$ cat src/rtl/unibus_master.sv
// ARM-commanded UNIBUS initiator: one DATI, DATO or DATOB per go command, with NPR
// arbitration, address deskew, MSYN/SSYN handshake, timeout and INIT abort.
module unibus_master (
    input  logic        CLOCK,
    input  logic        RESET,
    input  logic        armwrite,
    input  logic [1:0]  armraddr,
    input  logic [1:0]  armwaddr,
    input  logic [31:0] armwdata,
    output logic [31:0] armrdata,
    output logic [17:0] a_out_h,
    output logic [1:0]  c_out_h,
    output logic [15:0] d_out_h,
    output logic        msyn_out_h,
    output logic        bbsy_out_h,
    output logic        npr_out_h,
    output logic        sack_out_h,
    input  logic [15:0] d_in_h,
    input  logic        ssyn_in_h,
    input  logic        npg_in_h,
    input  logic        bbsy_in_h,
    input  logic        init_in_h
);
    typedef enum logic [3:0] {
        S_IDLE, S_REQ, S_GRANT, S_WAITBUS, S_DESKEW,
        S_MSYN, S_LATCH, S_NEGMSYN, S_WAITSSYN0, S_HOLD
    } state_t;

    localparam logic [9:0] TMO_LAST    = 10'd999;
    localparam logic [9:0] DESKEW_LAST = 10'd14;
    localparam logic [9:0] LATCH_LAST  = 10'd7;
    localparam logic [9:0] HOLD_LAST   = 10'd9;

    state_t      state_q;
    logic [9:0]  cnt_q;
    logic [17:0] addr_q;
    logic [1:0]  ctl_q;
    logic [15:0] data_q;
    logic        tmo_q;
    logic        abort_q;
    logic [17:0] a_q;
    logic [1:0]  c_q;
    logic [15:0] d_q;
    logic        msyn_q;
    logic        bbsy_q;
    logic        npr_q;
    logic        sack_q;

    logic go_d;
    logic busy_d;
    logic tmo_hit_d;
    logic bus_free_d;
    logic unused_wdata;

    assign go_d         = armwrite && (armwaddr == 2'd1) && armwdata[31] && !init_in_h;
    assign busy_d       = (state_q != S_IDLE);
    assign tmo_hit_d    = (cnt_q == TMO_LAST);
    assign bus_free_d   = !npg_in_h && !bbsy_in_h && !ssyn_in_h;
    assign unused_wdata = ^armwdata[30:20];

    assign a_out_h    = a_q;
    assign c_out_h    = c_q;
    assign d_out_h    = d_q;
    assign msyn_out_h = msyn_q;
    assign bbsy_out_h = bbsy_q;
    assign npr_out_h  = npr_q;
    assign sack_out_h = sack_q;

    always_comb begin
        armrdata = '0;
        case (armraddr)
            2'd0:    armrdata = 32'h554D1001;
            2'd1:    armrdata = {busy_d, tmo_q, abort_q, 9'd0, ctl_q, addr_q};
            2'd2:    armrdata = {16'd0, data_q};
            default: armrdata = '0;
        endcase
    end

    always_ff @(posedge CLOCK or negedge RESET) begin
        if (!RESET) begin
            state_q <= S_IDLE;
            cnt_q   <= '0;
            addr_q  <= '0;
            ctl_q   <= '0;
            data_q  <= '0;
            tmo_q   <= 1'b0;
            abort_q <= 1'b0;
            a_q     <= '0;
            c_q     <= '0;
            d_q     <= '0;
            msyn_q  <= 1'b0;
            bbsy_q  <= 1'b0;
            npr_q   <= 1'b0;
            sack_q  <= 1'b0;
        end else if (init_in_h && busy_d) begin
            // Bus INIT aborts whatever is in flight; the data register is left alone.
            state_q <= S_IDLE;
            cnt_q   <= '0;
            abort_q <= 1'b1;
            a_q     <= '0;
            c_q     <= '0;
            d_q     <= '0;
            msyn_q  <= 1'b0;
            bbsy_q  <= 1'b0;
            npr_q   <= 1'b0;
            sack_q  <= 1'b0;
        end else begin
            case (state_q)
                S_IDLE: begin
                    if (armwrite && (armwaddr == 2'd2)) begin
                        data_q <= armwdata[15:0];
                    end
                    if (go_d) begin
                        addr_q  <= armwdata[17:0];
                        ctl_q   <= armwdata[19:18];
                        tmo_q   <= 1'b0;
                        abort_q <= 1'b0;
                        npr_q   <= 1'b1;
                        cnt_q   <= '0;
                        state_q <= S_REQ;
                    end
                end
                S_REQ: begin
                    if (npg_in_h) begin
                        npr_q   <= 1'b0;
                        sack_q  <= 1'b1;
                        cnt_q   <= cnt_q + 10'd1;
                        state_q <= S_GRANT;
                    end else if (tmo_hit_d) begin
                        tmo_q   <= 1'b1;
                        npr_q   <= 1'b0;
                        state_q <= S_IDLE;
                    end else begin
                        cnt_q <= cnt_q + 10'd1;
                    end
                end
                S_GRANT: begin
                    if (tmo_hit_d) begin
                        tmo_q   <= 1'b1;
                        sack_q  <= 1'b0;
                        state_q <= S_IDLE;
                    end else begin
                        cnt_q   <= cnt_q + 10'd1;
                        state_q <= S_WAITBUS;
                    end
                end
                S_WAITBUS: begin
                    if (bus_free_d) begin
                        bbsy_q  <= 1'b1;
                        sack_q  <= 1'b0;
                        a_q     <= addr_q;
                        c_q     <= ctl_q;
                        d_q     <= ctl_q[1] ? data_q : 16'd0;
                        cnt_q   <= '0;
                        state_q <= S_DESKEW;
                    end else if (tmo_hit_d) begin
                        tmo_q   <= 1'b1;
                        sack_q  <= 1'b0;
                        state_q <= S_IDLE;
                    end else begin
                        cnt_q <= cnt_q + 10'd1;
                    end
                end
                S_DESKEW: begin
                    if (cnt_q == DESKEW_LAST) begin
                        msyn_q  <= 1'b1;
                        cnt_q   <= '0;
                        state_q <= S_MSYN;
                    end else begin
                        cnt_q <= cnt_q + 10'd1;
                    end
                end
                S_MSYN: begin
                    if (ssyn_in_h) begin
                        cnt_q   <= '0;
                        state_q <= ctl_q[1] ? S_NEGMSYN : S_LATCH;
                    end else if (tmo_hit_d) begin
                        tmo_q   <= 1'b1;
                        msyn_q  <= 1'b0;
                        cnt_q   <= '0;
                        state_q <= S_HOLD;
                    end else begin
                        cnt_q <= cnt_q + 10'd1;
                    end
                end
                S_LATCH: begin
                    // Slave data is given eight cycles past SSYN to settle before capture.
                    if (cnt_q == LATCH_LAST) begin
                        data_q  <= d_in_h;
                        cnt_q   <= '0;
                        state_q <= S_NEGMSYN;
                    end else begin
                        cnt_q <= cnt_q + 10'd1;
                    end
                end
                S_NEGMSYN: begin
                    msyn_q  <= 1'b0;
                    cnt_q   <= '0;
                    state_q <= S_WAITSSYN0;
                end
                S_WAITSSYN0: begin
                    if (!ssyn_in_h || tmo_hit_d) begin
                        tmo_q   <= tmo_q | ssyn_in_h;
                        cnt_q   <= '0;
                        state_q <= S_HOLD;
                    end else begin
                        cnt_q <= cnt_q + 10'd1;
                    end
                end
                S_HOLD: begin
                    if (cnt_q == HOLD_LAST) begin
                        a_q     <= '0;
                        c_q     <= '0;
                        d_q     <= '0;
                        msyn_q  <= 1'b0;
                        bbsy_q  <= 1'b0;
                        cnt_q   <= '0;
                        state_q <= S_IDLE;
                    end else begin
                        cnt_q <= cnt_q + 10'd1;
                    end
                end
                default: begin
                    state_q <= S_IDLE;
                end
            endcase
        end
    end
endmodule

$ cat config.mk
export PLATFORM = sky130hd
export DESIGN_NAME = unibus_master
export DESIGN_NICKNAME = d
export VERILOG_FILES = /design/src/rtl/unibus_master.sv
export SDC_FILE = /design/constraint.sdc
export NUM_CORES = 1
export LEC_CHECK = 0
export BUFFER_PORTS_ARGS = -buffer_cell sky130_fd_sc_hd__buf_2
export CORE_UTILIZATION = 30
export DETAILED_ROUTE_END_ITERATION = 10
export SYNTH_ARGS = -nofsm -noshare
export SYNTH_HDL_FRONTEND = slang
export SYNTH_SLANG_ARGS = --single-unit
$ cat constraint.sdc
create_clock -name CLOCK -period 2.8 [get_ports CLOCK]
set_input_delay 0.14 -clock CLOCK [delete_from_list [all_inputs] [get_ports CLOCK]]
set_output_delay 0.14 -clock CLOCK [all_outputs]
set_load 0.1 [all_outputs]
* After elaboration in Yosys (flattened, before gate mapping)
Index checks and enable logic that the tools add are counted.
** Operators by class
- Add/subtract/negate cells :: 1
- Mux-type cells :: 70
- Reductions and logical operators :: 34
- Bitwise logic cells :: 2
- Equality and inequality tests :: 35
** Operator list (number)
- two-way mux 10 bit :: 11
- case mux 10 bit (10 select lines) :: 1
- two-way mux 16 bit :: 6
- case mux 32 bit (3 select lines) :: 1
- case mux 16 bit (2 select lines) :: 2
- two-way mux 18 bit :: 3
- two-way mux 4 bit :: 11
- case mux 4 bit (10 select lines) :: 1
- case mux 18 bit (2 select lines) :: 1
- inequality test 3 bit (second input constant) :: 9
- two-way mux 1 bit :: 23
- equality test 10 x 4 -> 1 bit (second input constant) :: 2
- equality test 4 x 3 -> 1 bit (second input constant) :: 4
- inequality test 2 bit (second input constant) :: 7
- nonzero test 11 bit :: 1
- adder 10 x 1 -> 10 bit (second input constant) :: 1
- equality test 10 bit (second input constant) :: 1
- equality test 10 x 3 -> 1 bit (second input constant) :: 1
- AND reduction 3 bit :: 3
- equality test 4 x 2 -> 1 bit (second input constant) :: 2
- equality test 4 bit (second input constant) :: 2
- two-way mux 2 bit :: 4
- inequality test 4 bit (second input constant) :: 2
- nonzero test 4 bit :: 2
- 24 further kinds :: 41
** Storage, ports and cells
- Input port bits :: 59
- Register bits :: 92
- Output and inout bits :: 72
- Word-level logic and storage cells :: 156

* Longest topological paths before layout
- Word-level depth :: 7
- Mapped depth :: 9
- Gate-level depth less buffers :: 8

* Worst setup path after synthesis
OpenSTA, ideal clock, no wires.
- Path kind :: input to output
- From :: in armraddr[1]
- To :: out armrdata[24]
- Arrival time :: 2.172 ns
- Buffers on the path :: 2
- Stages on the path :: 3
- Setup slack :: 0.488 ns
- Cells stage by stage :: clkbuf_1 nor2_1 buf_4
** On the way
- Cells in the longest elaborated chain, start to end :: 2
** Ends and longest elaborated chain
- start, declared :: line 7 : input logic [1:0] armraddr,
- equality test 2 bit (tied with other cells) :: line 71 : case (armraddr)
- case mux 32 bit (3 select lines) (*) :: line 71
- end, declared :: line 10 : output logic [31:0] armrdata,
Every way passes the cells marked *; elsewhere a longest branch is shown, timed or not.

* Worst setup path after layout
- From :: reg cnt_q[4]
- To :: reg cnt_q[3]
** On the way
- Cells in the longest elaborated chain, start to end :: 5
** Ends and longest elaborated chain
- start, declared :: line 35 : logic [9:0] cnt_q;
- start signal, assigned :: line 127 : cnt_q <= cnt_q + 10'd1;
- start signal, assigned :: line 134 : cnt_q <= cnt_q + 10'd1;
- start signal, assigned :: line 143 : cnt_q <= cnt_q + 10'd1;
- equality test 10 bit :: line 57 : assign tmo_hit_d = (cnt_q == TMO_LAST);
- two-way mux 10 bit (tied with other cells) :: line 177 : end else if (tmo_hit_d) begin
- two-way mux 10 bit (on tied branches)
- case mux 10 bit (10 select lines) (*) :: line 108 : case (state_q)
- two-way mux 10 bit (*) :: line 95 : end else if (init_in_h && busy_d) begin
Marks and branches as above.
A chain may end at the register's enable or synchronous reset.

==> reports/metrics.yaml <==
outcome:
  status: "finished clean"
grt:
  track_usage: 0.1756
  overflow: 0
  grt_max_degree: 93
  antenna_found_initial: 1
  grt_pass1_wl_um: 22000
  grt_pass1_vias: 4035
sta:
  slew_violations: 0
  finalClockSkew_ns: 0.01094
  fin_ws_ns: 0.3806
  finalCritPeriodShare: 0.8641
  rsz0062_at_grt: "no"
  hold_viol: 0
  setup_violations: 0
  period_needed_ns: 2.419
  relSlewSlack: 0.5349
  tightest_slew_ns: 0.6801
  fin_tns_setup_ns: 0
  max_freq_ghz: 0.4133
synthesis:
  seq_area_frac_synth: 0.4847
  yosysUniqueCellTypes: 66
  syn_area_sq_mm: 0.004750
  syn_avg_cell_area_sq_um: 10.46
  synth_top_area_share: 0.4847
  synth_seq_cells: 92
  async_reset_ff_frac: 1.000
  ys.flop_type: "dfrtp_1"
  netlist_top_cells_count: "dfrtp_1 (92), a22o_1 (53), nand2_1 (44), o21ai_0 (29), a21oi_1 (28)"
  synth_edf_count: 0
  ys_top_cells_by_area: "dfrtp_1 (48%), a22o_1 (9.8%), mux2_2 (4.0%)"
  synth_most_common_cell: "dfrtp_1"
  syn_inst: 454
  ys_warn_count: 0
  yosysTopAreaCell: "dfrtp_1"
clock_tree:
  cts_max_level: 3
  clockBufferDepth: 2
  clock-sinks: 92
  cts_hold_buf: 3
  cts-buffers-inserted: 9
  cts_setup_buffers: 0
  path_clk_slew_ns: 0.07
  cts_tree: "yes"
  cts_root_buffer: "clkbuf_16"
  cts_resized: 0
  insertion_delay_ns: 0.35
floorplan:
  num_rows: 45
  fp.dieH_um: 127.8
  ios: 131
  start_util: 0.3101
  coreArea_sq_mm: 0.01531
  die_area_sq_mm: 0.01634
  die_w_um: 127.8
critical_path:
  r2r_cells: 6
  end_kind: "flop"
  critPathLaunch: "cnt_q[4]$_DFFE_PN0P_"
  cp_max_fo: 6
  cp.required_ns: 3.03
  r2r-start: "cnt_q[4]$_DFFE_PN0P_"
  cp-start-kind: "flop"
  crit_type: "reg2reg"
  arrival_ns: 2.65
detailed_routing:
  drt_iter0_drc: 236
  wl_met2_um: 6150
  wl_per_cell_um: 17.33
  drc: 0
  m1WireLength_um: 6403
  met3_length_um: 803
  drt-pass1-iter-count: 7
  via_per_inst: 5.081
  num_vias: 4004
  top_layer_used: "met4"
  ant_nets: 0
  drt_wl_total_um: 13660
finish:
  fillers: 1554
  multi_input_area_sq_mm: 0.002197
  drive_above_1_share: 0.3229
  seq_area_sq_mm: 0.002302
  stdcell_count: 788
  syn_to_final_growth_pct: 25.24
  fin_nets: 634
  design_area_sq_mm: 0.005948
job:
  maxCapViolations: 0
power:
  leakagePower_nw: 3.030
  comb_power_share: 0.411
  power.internal_w: 0.003049
  irDropWorstVdd_mv: 0.4527
  power.density_mw_per_mm2: 917.1
  power_frac_clock: 0.240
  p_sw_w: 0.002406
  power_w: 0.005455
  switching_share: 0.4411
  p_seq_frac: 0.350
place:
  place_ws_ns: 0.3749
  place_congestion: 0.8690
  post-place-cells: 768
  port_buffers: 114
  dp_hpwl_um: 9536
  placed_area_sq_mm: 0.005598
min_path:
  min-delay-start: "armwdata[18]"
  min_path_type: "in2reg"
  hold_depth: 3
-- cells by family after synthesis --
| family | Yosys count | share of synthesized area |
|---|---|---|
| compound gates | 147 | 0.2347 |
| simple gates | 120 | 0.1288 |
| flops | 92 | 0.4847 |
| buf+inv | 53 | 0.05848 |
| mux | 35 | 0.07824 |
| fa+ha+maj | 4 | 0.01054 |
| xor+xnor | 2 | 0.003689 |
| other cells | 1 | 0.0007895 |
-- sequential cells by signal, summed over array words and instances, names as in the netlist --
signal,flops
a_out_h,18
addr_q,18
d_out_h,16
data_q,16
cnt_q,10
state_q,4
c_out_h,2
ctl_q,2
abort_q,1
bbsy_out_h,1
msyn_out_h,1
npr_out_h,1
sack_out_h,1
tmo_q,1
-- power groups by stage --
| stage | sequential, W | clock, W | combinational [W] |
|---|---|---|---|
| detailed placement | 0.00194 | 0 | 0.00224 |
| finish | 0.00191 | 0.00131 | 0.00224 |
| global placement | 0.00192 | 0 | 0.00221 |
| CTS | 0.00191 | 0.00135 | 0.00225 |
| global route | 0.00196 | 0.00139 | 0.00240 |
| floorplan | 0.00210 | 0 | 0.00154 |
-- cells in the final DEF (no fill, tap or decap), types with 2 or more instances in the layout --
| cell type | count |
|---|---|
| mux2i_1 | 18 |
| nand2_1 | 44 |
| a21o_1 | 5 |
| nand3_1 | 10 |
| conb_1 | 5 |
| or2_2 | 2 |
| nand3b_1 | 3 |
| nor2b_1 | 7 |
| nor3_1 | 6 |
| and2_1 | 4 |
| buf_2 | 113 |
| o21ai_0 | 29 |
| a21oi_1 | 28 |
| ha_1 | 4 |
| o21a_1 | 2 |
| inv_1 | 13 |
| nor4b_1 | 2 |
| a31oi_1 | 3 |
| o311ai_0 | 2 |
| and3_1 | 2 |
| nand2b_1 | 3 |
| nor2_1 | 21 |
| a22o_1 | 53 |
| mux2_2 | 17 |
| clkinvlp_4 | 2 |
| buf_4 | 24 |
| nor2b_2 | 2 |
| o221ai_1 | 2 |
| a2111oi_0 | 3 |
| or3_1 | 2 |
| clkbuf_16 | 9 |
| dfrtp_1 | 92 |
| buf_12 | 2 |
| dlygate4sd3_1 | 3 |
| bufinv_16 | 2 |
-- stage by stage --
| step | utilization | hold WS (ns) |
|---|---|---|
| after detailed placement | 0.3655 | 0.2381 |
| after floorplan | - | -0.1556 |
| after global placement | 0.3655 | 0.2283 |
| after global routing | 0.3882 | 0.02271 |
| final | 0.3884 | 0.01800 |
| after CTS | 0.3882 | 0.007169 |
-- per-layer routing --
| metal | GRT usage | vias up |
|---|---|---|
| met1 | 0.2432 | 1941 |
| met2 | 0.2663 | 151 |
| met3 | 0.03297 | 20 |
| met4 | 0.07820 | 0 |
| met5 | 0 | - |
| li1 | - | 1892 |
-- layout make-up --
| cell class | count | area share |
|---|---|---|
| antenna | 1 | 0.0004207 |
| clock buffer | 10 | 0.03849 |
| clock inverter | 6 | 0.01493 |
| inverter | 13 | 0.008204 |
| multi-input combinational | 313 | 0.3694 |
| sequential | 92 | 0.3870 |
| tap | 211 | 0.04438 |
| timing repair buffer | 142 | 0.1371 |
-- worst max-delay path, stage by stage, from the launching register on --
cell and delay, ns:
dfrtp_1 0.44, nor4_2 0.43, a31oi_1 0.21, a41o_1 0.26
o41ai_2 0.59, nor3_1 0.10, a211o_1 0.28
-- path summary, 6_finish.rpt --
kind,end,slack [ns]
min in group asynchronous,abort_q$_DFFE_PN0P_,0.36
hold / removal,ctl_q[0]$_DFFE_PN0P_,0.02
setup / recovery,cnt_q[3]$_DFFE_PN0P_,0.38
hold reg to reg,bbsy_out_h$_DFFE_PN0P_,0.48
setup reg to reg,cnt_q[3]$_DFFE_PN0P_,0.38
max in group asynchronous,data_q[14]$_DFFE_PN0P_,2.01
Power figures use the tool's default switching activity.
